`src/rtl/id_ex_stage.sv`:
```
// ID/EX pipeline register and operand-forwarding stage.
//
// Registers the decoded instruction coming out of ID and presents it to the
// ALU one cycle later. The ALU operands are forwarded combinationally from
// EX/MEM (first priority) or MEM/WB (second priority). x0 is never forwarded.
// A load sitting in EX whose destination is read by the instruction in ID
// raises load_use_stall and turns the next EX slot into a bubble.
//
// Ports:
//   clk, rst_n          clock, synchronous active-low reset
//   stall               global freeze: hold every EX register
//   flush               kill the instruction entering EX (taken branch/jump)
//   id_*                decoded instruction fields from ID
//   ex_mem_*, mem_wb_*  destination/result of the two downstream stages
//   ex_valid            EX holds a real instruction
//   alu_sel, dataA,
//   dataB               ALU opcode and operands
//   ex_rs2_fwd          forwarded rs2 (store data), independent of b_sel
//   ex_rd_addr,
//   ex_reg_wen,
//   ex_mem_read         registered destination, write enable, load flag
//   load_use_stall      combinational; ID/IF must hold this cycle
module id_ex_stage #(
  parameter int REG_WIDTH  = 32,
  parameter int ADDR_WIDTH = 5
) (
  input  logic                  clk,
  input  logic                  rst_n,
  input  logic                  stall,
  input  logic                  flush,
  input  logic                  id_valid,
  input  logic [2:0]            id_alu_sel,
  input  logic [ADDR_WIDTH-1:0] id_rs1_addr,
  input  logic [ADDR_WIDTH-1:0] id_rs2_addr,
  input  logic                  id_rs2_used,
  input  logic [REG_WIDTH-1:0]  id_rs1_data,
  input  logic [REG_WIDTH-1:0]  id_rs2_data,
  input  logic [REG_WIDTH-1:0]  id_imm,
  input  logic                  id_b_sel,
  input  logic [ADDR_WIDTH-1:0] id_rd_addr,
  input  logic                  id_reg_wen,
  input  logic                  id_mem_read,
  input  logic [ADDR_WIDTH-1:0] ex_mem_rd_addr,
  input  logic                  ex_mem_reg_wen,
  input  logic [REG_WIDTH-1:0]  ex_mem_alu_out,
  input  logic [ADDR_WIDTH-1:0] mem_wb_rd_addr,
  input  logic                  mem_wb_reg_wen,
  input  logic [REG_WIDTH-1:0]  mem_wb_wdata,
  output logic                  ex_valid,
  output logic [2:0]            alu_sel,
  output logic [REG_WIDTH-1:0]  dataA,
  output logic [REG_WIDTH-1:0]  dataB,
  output logic [REG_WIDTH-1:0]  ex_rs2_fwd,
  output logic [ADDR_WIDTH-1:0] ex_rd_addr,
  output logic                  ex_reg_wen,
  output logic                  ex_mem_read,
  output logic                  load_use_stall
);

  // EX register state
  logic                  valid_reg,    valid_next;
  logic [2:0]            alu_sel_reg,  alu_sel_next;
  logic [ADDR_WIDTH-1:0] rs1_addr_reg, rs1_addr_next;
  logic [ADDR_WIDTH-1:0] rs2_addr_reg, rs2_addr_next;
  logic [REG_WIDTH-1:0]  rs1_data_reg, rs1_data_next;
  logic [REG_WIDTH-1:0]  rs2_data_reg, rs2_data_next;
  logic [REG_WIDTH-1:0]  imm_reg,      imm_next;
  logic                  b_sel_reg,    b_sel_next;
  logic [ADDR_WIDTH-1:0] rd_addr_reg,  rd_addr_next;
  logic                  reg_wen_reg,  reg_wen_next;
  logic                  mem_read_reg, mem_read_next;

  // A load in EX cannot forward its data until it reaches MEM/WB, so a
  // dependent instruction in ID must wait one cycle.
  assign load_use_stall = valid_reg && mem_read_reg && (rd_addr_reg != '0) && id_valid &&
                          ((id_rs1_addr == rd_addr_reg) ||
                           (id_rs2_used && (id_rs2_addr == rd_addr_reg)));

  // Update priority: flush > stall > load-use bubble > capture.
  // A bubble only clears the control bits; the data fields keep their old
  // values so the datapath stays deterministic.
  always_comb begin
    valid_next    = valid_reg;
    alu_sel_next  = alu_sel_reg;
    rs1_addr_next = rs1_addr_reg;
    rs2_addr_next = rs2_addr_reg;
    rs1_data_next = rs1_data_reg;
    rs2_data_next = rs2_data_reg;
    imm_next      = imm_reg;
    b_sel_next    = b_sel_reg;
    rd_addr_next  = rd_addr_reg;
    reg_wen_next  = reg_wen_reg;
    mem_read_next = mem_read_reg;
    if (flush || (!stall && load_use_stall)) begin
      valid_next    = 1'b0;
      reg_wen_next  = 1'b0;
      mem_read_next = 1'b0;
    end else if (!stall) begin
      valid_next    = id_valid;
      alu_sel_next  = id_alu_sel;
      rs1_addr_next = id_rs1_addr;
      rs2_addr_next = id_rs2_addr;
      rs1_data_next = id_rs1_data;
      rs2_data_next = id_rs2_data;
      imm_next      = id_imm;
      b_sel_next    = id_b_sel;
      rd_addr_next  = id_rd_addr;
      reg_wen_next  = id_reg_wen && id_valid;
      mem_read_next = id_mem_read && id_valid;
    end
  end

  always_ff @(posedge clk) begin
    if (!rst_n) begin
      valid_reg    <= 1'b0;
      alu_sel_reg  <= 3'b000;
      rs1_addr_reg <= '0;
      rs2_addr_reg <= '0;
      rs1_data_reg <= '0;
      rs2_data_reg <= '0;
      imm_reg      <= '0;
      b_sel_reg    <= 1'b0;
      rd_addr_reg  <= '0;
      reg_wen_reg  <= 1'b0;
      mem_read_reg <= 1'b0;
    end else begin
      valid_reg    <= valid_next;
      alu_sel_reg  <= alu_sel_next;
      rs1_addr_reg <= rs1_addr_next;
      rs2_addr_reg <= rs2_addr_next;
      rs1_data_reg <= rs1_data_next;
      rs2_data_reg <= rs2_data_next;
      imm_reg      <= imm_next;
      b_sel_reg    <= b_sel_next;
      rd_addr_reg  <= rd_addr_next;
      reg_wen_reg  <= reg_wen_next;
      mem_read_reg <= mem_read_next;
    end
  end

  // Operand forwarding, one identical mux per source operand
  // (index 0 = rs1, index 1 = rs2).
  logic [ADDR_WIDTH-1:0] src_addr [2];
  logic [REG_WIDTH-1:0]  src_data [2];
  logic [REG_WIDTH-1:0]  fwd_data [2];

  assign src_addr[0] = rs1_addr_reg;
  assign src_addr[1] = rs2_addr_reg;
  assign src_data[0] = rs1_data_reg;
  assign src_data[1] = rs2_data_reg;

  genvar gi;
  generate
    for (gi = 0; gi < 2; gi++) begin : g_fwd
      logic hit_ex_mem;
      logic hit_mem_wb;
      assign hit_ex_mem = ex_mem_reg_wen && (ex_mem_rd_addr != '0) &&
                          (ex_mem_rd_addr == src_addr[gi]);
      assign hit_mem_wb = mem_wb_reg_wen && (mem_wb_rd_addr != '0) &&
                          (mem_wb_rd_addr == src_addr[gi]);
      // EX/MEM holds the younger result, so it wins over MEM/WB.
      assign fwd_data[gi] = hit_ex_mem ? ex_mem_alu_out :
                            hit_mem_wb ? mem_wb_wdata   :
                                         src_data[gi];
    end
  endgenerate

  assign ex_valid    = valid_reg;
  assign alu_sel     = alu_sel_reg;
  assign dataA       = fwd_data[0];
  assign dataB       = b_sel_reg ? imm_reg : fwd_data[1];
  assign ex_rs2_fwd  = fwd_data[1];
  assign ex_rd_addr  = rd_addr_reg;
  assign ex_reg_wen  = reg_wen_reg;
  assign ex_mem_read = mem_read_reg;

endmodule

```
`config.mk`:
```
export PLATFORM = sky130hd
export DESIGN_NAME = id_ex_stage
export DESIGN_NICKNAME = d
export VERILOG_FILES = /design/src/rtl/id_ex_stage.sv
export SDC_FILE = /design/constraint.sdc
export NUM_CORES = 1
export LEC_CHECK = 0
export ABC_AREA = 1
export CORE_MARGIN = 2
export CORE_UTILIZATION = 50
export CTS_BUF_LIST = sky130_fd_sc_hd__clkbuf_4 sky130_fd_sc_hd__clkbuf_8 sky130_fd_sc_hd__clkbuf_16
export CTS_CLUSTER_SIZE = 24
export DETAILED_ROUTE_END_ITERATION = 10
export PLACE_DENSITY = 0.88
export SYNTH_ARGS = -nofsm -noshare
export SYNTH_HDL_FRONTEND = slang
export SYNTH_SLANG_ARGS = --single-unit
```
`constraint.sdc`:
```
create_clock -name clk -period 2.4 [get_ports clk]
set_input_delay 0.36 -clock clk [delete_from_list [all_inputs] [get_ports clk]]
set_output_delay 0.36 -clock clk [all_outputs]
set_load 0.02 [all_outputs]
```
## Word level (Yosys, flattened, before mapping)

Cells that the tools add are included.

| word-level totals | value |
|---|---|
| input port bits | 199 |
| flip-flop bits (word level) | 118 |
| output and inout bits | 108 |
| logic and storage cells | 47 |

| operators by class | value |
|---|---|
| mux-type cells | 5 |
| eq/ne operators | 6 |
| reduce and logical (&&, ||, !) cells | 22 |
| bitwise operators | 3 |

Operators by type and width:

| kind | number |
|---|---|
| 2-to-1 mux 32 bit | 5 |
| == test 5 bit | 6 |
| nonzero test 5 bit | 3 |
| logical AND 1 bit | 14 |
| inverter 1 bit | 3 |
| logical OR 1 bit | 2 |
| AND reduction 2 bit | 1 |
| OR reduction 2 bit | 1 |
| zero test 1 bit | 1 |

## Depth between registers and ports, before layout

| logic depth | value |
|---|---|
| depth after elaboration | 8 |
| gate-level depth with buffers | 13 |

## Worst setup path after synthesis

No wires, ideal clock.

| path | value |
|---|---|
| kind | in2out |
| start | input ex_mem_rd_addr[0] |
| end | output dataA[0] |
| stages on the path | 6 |
| buffers on the path | 1 |
| path slack | 0.424 ns |
| required time | 2.040 ns |
| arrival time | 1.616 ns |
| cell sequence | xnor2_1 -> nand2_1 -> nor3_1 -> nand3_1 -> buf_2 -> o21ai_0 |

| between the ends | value |
|---|---|
| longest elaborated chain between the ends | 4 |
| elaborated cells on any way between the ends | 5 |

RTL lines:

| what | line | text |
|---|---|---|
| start, declared | 43 | `input logic [ADDR_WIDTH-1:0] ex_mem_rd_addr,` |
| nonzero test 5 bit | 157 | `assign hit_ex_mem = ex_mem_reg_wen && (ex_mem_rd_addr != '0) &&` |
| logical AND 1 bit | 157 |  |
| logical AND 1 bit (*) | 157 |  |
| 2-to-1 mux 32 bit (*) | 162 | `assign fwd_data[gi] = hit_ex_mem ? ex_mem_alu_out :` |
| end, declared | 51 | `output logic [REG_WIDTH-1:0] dataA,` |

Every way passes the cells marked *; elsewhere a longest branch is shown, timed or not.

## Worst setup path in the final report

| path | value |
|---|---|
| start | register rs1_addr_reg[2] |
| end | output dataA[2] |

| between the ends | value |
|---|---|
| longest elaborated chain between the ends | 4 |
| elaborated cells on any way between the ends | 6 |

RTL lines:

| what | line | text |
|---|---|---|
| start, declared | 63 | `logic [ADDR_WIDTH-1:0] rs1_addr_reg, rs1_addr_next;` |
| start signal, assigned | 129 | `rs1_addr_reg <= rs1_addr_next;` |
| == test 5 bit | 160 | `(mem_wb_rd_addr == src_addr[gi]);` |
| logical AND 1 bit | 159 | `assign hit_mem_wb = mem_wb_reg_wen && (mem_wb_rd_addr != '0) &&` |
| 2-to-1 mux 32 bit | 163 | `hit_mem_wb ? mem_wb_wdata :` |
| 2-to-1 mux 32 bit (*) | 162 |  |

Marks and branches as above.

==> flow_metrics.env <==
export IMPL_synth_top_area_share_pct=27.2
export IMPL_syn_inst=1545
export IMPL_clk_latency_ps=410
export IMPL_regArea_mm2=0.00238
export IMPL_path_buf_inv=2
export IMPL_r2r_start="ex_rd_addr[1]"
export IMPL_nFillCells=1214
export IMPL_htree_levels=4
export IMPL_coreArea_mm2=0.0171
export IMPL_clock_sinks=118
export IMPL_hold_path_startpoint="rst_n"
export IMPL_grt_overflow=0
export IMPL_die_x_um=136
export IMPL_hpwlAfterDp_um=23000
export IMPL_period_minus_slack_ps=2520
export IMPL_fin_tns_setup_ps=-2870
export IMPL_period_share_pct=105
export IMPL_numCtsBuffers=17
export IMPL_ff2ff_path_depth=12
export IMPL_gp_congestion=0.941
export IMPL_multi_input_area_mm2=0.00528
export IMPL_violations="setup timing"
export IMPL_syn_area_mm2=0.00867
export IMPL_cp_top_family="simple AND/OR/NAND/NOR gates"
export IMPL_layout_drive_gt1_share_pct=21.1
export IMPL_crit_type="reg2out"
export IMPL_slowest_delay_ps=350
export IMPL_area_delta_synth_final_pct=59.2
export IMPL_synth_seq_cells=118
export IMPL_ir_drop_uv=541
export IMPL_rsz0062_at_grt="true"
export IMPL_end_kind="output port"
export IMPL_relSlewSlack_pct=63.9
export IMPL_synth_top_area_cell="dfxtp_1"
export IMPL_setup_violations_final=85
export IMPL_grt_pass1_wl_um=50700
export IMPL_rows=48
export IMPL_finalCoreUtilization_pct=80.7
export IMPL_vias_per_cell=5.46
export IMPL_synth_seq_area_share_pct=27.2
export IMPL_drt_wl_total_um=37100
export IMPL_track_usage_pct=35.2
export IMPL_routedWlPerCell_um=17.9
export IMPL_fin_worst_skew_ps=8.99
export IMPL_slowest_stage="dfxtp_2"
export IMPL_grt_max_degree=85
export IMPL_synth_distinct_cells=25
export IMPL_p_leak_uw=0.00735
export IMPL_path_clk_slew_ps=60
export IMPL_ios=307
export IMPL_worst_pin_slew_ps=542
export IMPL_cp_max_fo=6
export IMPL_synthTopCellsByArea="dfxtp_1, nand2_1, inv_1"
export IMPL_synth_flop_cell="dfxtp_1"
export IMPL_path_cells="xor2_2 > nor3_4 > nand2_4 > clkbuf_16 > nand2_2 > nand3_1 > o21ai_1 > buf_4"
export IMPL_fmax_mhz=398
export IMPL_grt_pass1_vias=10192
export IMPL_clock_path_buffers=2
export IMPL_async_flop_share_pct=0
export IMPL_total_power_uw=7160
export IMPL_layout_setup_ws_ps=-115
export IMPL_remaining_drc_errors=0
export IMPL_slew_violations=0
export IMPL_cts_root_buf="clkbuf_16"
export IMPL_antenna_found_initial=4
export IMPL_initial_core_util_pct=50.7
export IMPL_start_kind="flop"
export IMPL_status="complete, but fails checks"
export IMPL_finalHoldViolCount=0
export IMPL_layout_common_cells="inv_1, nand2_1, clkdlybuf4s50_1"
export IMPL_yosys_warnings=0
export IMPL_drt_iter0_markers=1106
export IMPL_synth_edf_count=0
export IMPL_port_buffers=306
export IMPL_nNetsFinal=2028
export IMPL_worstSetupStartpoint="rs1_addr_reg[2]"
export IMPL_avgSynthCellArea_um2=5.61
export IMPL_power_density_mw_per_mm2=519
export IMPL_die_area_mm2=0.0184
export IMPL_ant_nets=0
export IMPL_whs_ps=433
export IMPL_synth_nets=1744
export IMPL_final_common_cell="inv_1"
export IMPL_min_path_type="in2reg"
export IMPL_cts_tree="built"
export IMPL_vias=11283
export IMPL_die_h_um=136
export IMPL_min_path_cells=3
export IMPL_cp_depth=8
export IMPL_cap_viol_max_count=0
export IMPL_required_ps=2040
export IMPL_arrival_ps=2160
export IMPL_dr_pass1_iters=6
-- layout make-up --
| cell class | instances | share of cell area (%) |
|---|---|---|
| Antenna cell | 4 | 0.0725 |
| Clock buffer | 19 | 3.23 |
| Timing Repair Buffer | 366 | 27.5 |
| Sequential cell | 118 | 17.2 |
| Multi-Input combinational cell | 941 | 38.3 |
| Inverter | 385 | 10.5 |
| Tap cell | 225 | 2.04 |
| Clock inverter | 10 | 1.13 |
-- layer usage --
| layer | share of wire (%) | up-vias | GRT usage, % |
|---|---|---|---|
| met5 | 0 | - | 0 |
| met4 | 7.3 | 0 | 20.9 |
| met3 | 11 | 210 | 8.23 |
| met2 | 47 | 782 | 59.5 |
| met1 | 35 | 5062 | 40.5 |
| li1 | - | 5229 | - |
-- through the flow --
step / instance area [um^2] / setup slack (ps) / cells
floorplan: 8670 / 424 / 1545
global route: 13800 / -189 / 2068
detailed placement: 12100 / -667 / 2019
finish: 13800 / -115 / 2068
global placement: 12100 / -652 / 2019
CTS: 12500 / -47.0 / 2057
-- Yosys cell counts, types with 2 or more instances --
master and count:
xor2_1 8, inv_2 24, buf_6 5, xnor2_1 12, nor2_1 133, o21ai_0 12, nand3_1 167, dfxtp_1 118
nand4_1 118, a22oi_1 2, nand2_1 396, o21ai_1 20, inv_1 361, buf_1 19, clkbuf_1 51, buf_2 25
nand3b_1 32, a21oi_1 2, nor3_1 2, nor3_2 2, and2_1 32
-- report_power, final --
part,leakage [uW],internal [uW],total (uW),switching [uW]
clock,0.000298,1750,2680,934
sequential,0.000978,2090,2180,82.6
combinational,0.00607,1040,2300,1260
total,0.00735,4880,7160,2280
-- worst min-delay path, delay by kind of cell --
| kind | cells | cell delay [ps] |
|---|---|---|
| buffers and inverters | 1 | 280 |
| and+or+nand+nor | 2 | 160 |
-- final timing paths --
check | to | slack (ps)
setup / recovery | dataA[2] | -120
hold / removal | imm_reg[3] | 430
setup reg to reg | rs2_data_reg[20] | 530
hold reg to reg | rs2_data_reg[17] | 510
-- logic make-up (layout without fill, tap and decap cells) --
group / Yosys count / in the layout / synth area share [%]
simple gates: 885 / 885 / 46.7
buf+inv: 486 / 780 / 21.9
flops: 118 / 118 / 27.2
compound gates: 36 / 36 / 2.14
xor+xnor: 20 / 20 / 2.02
other cells: 0 / 4 / 0
-- what timing repair did --
item / 4_1_cts / 5_1_grt
hold endpoints to repair: 0 / 0
gates resized for setup: 466 / 302
hold buffers: 0 / 0
endpoints found under the setup margin: 96 / 96
buffers inserted: 7 / 0
pin swaps: 10 / 45
gates cloned: 2 / 8
No activity file was read; power rests on OpenSTA's default activity.
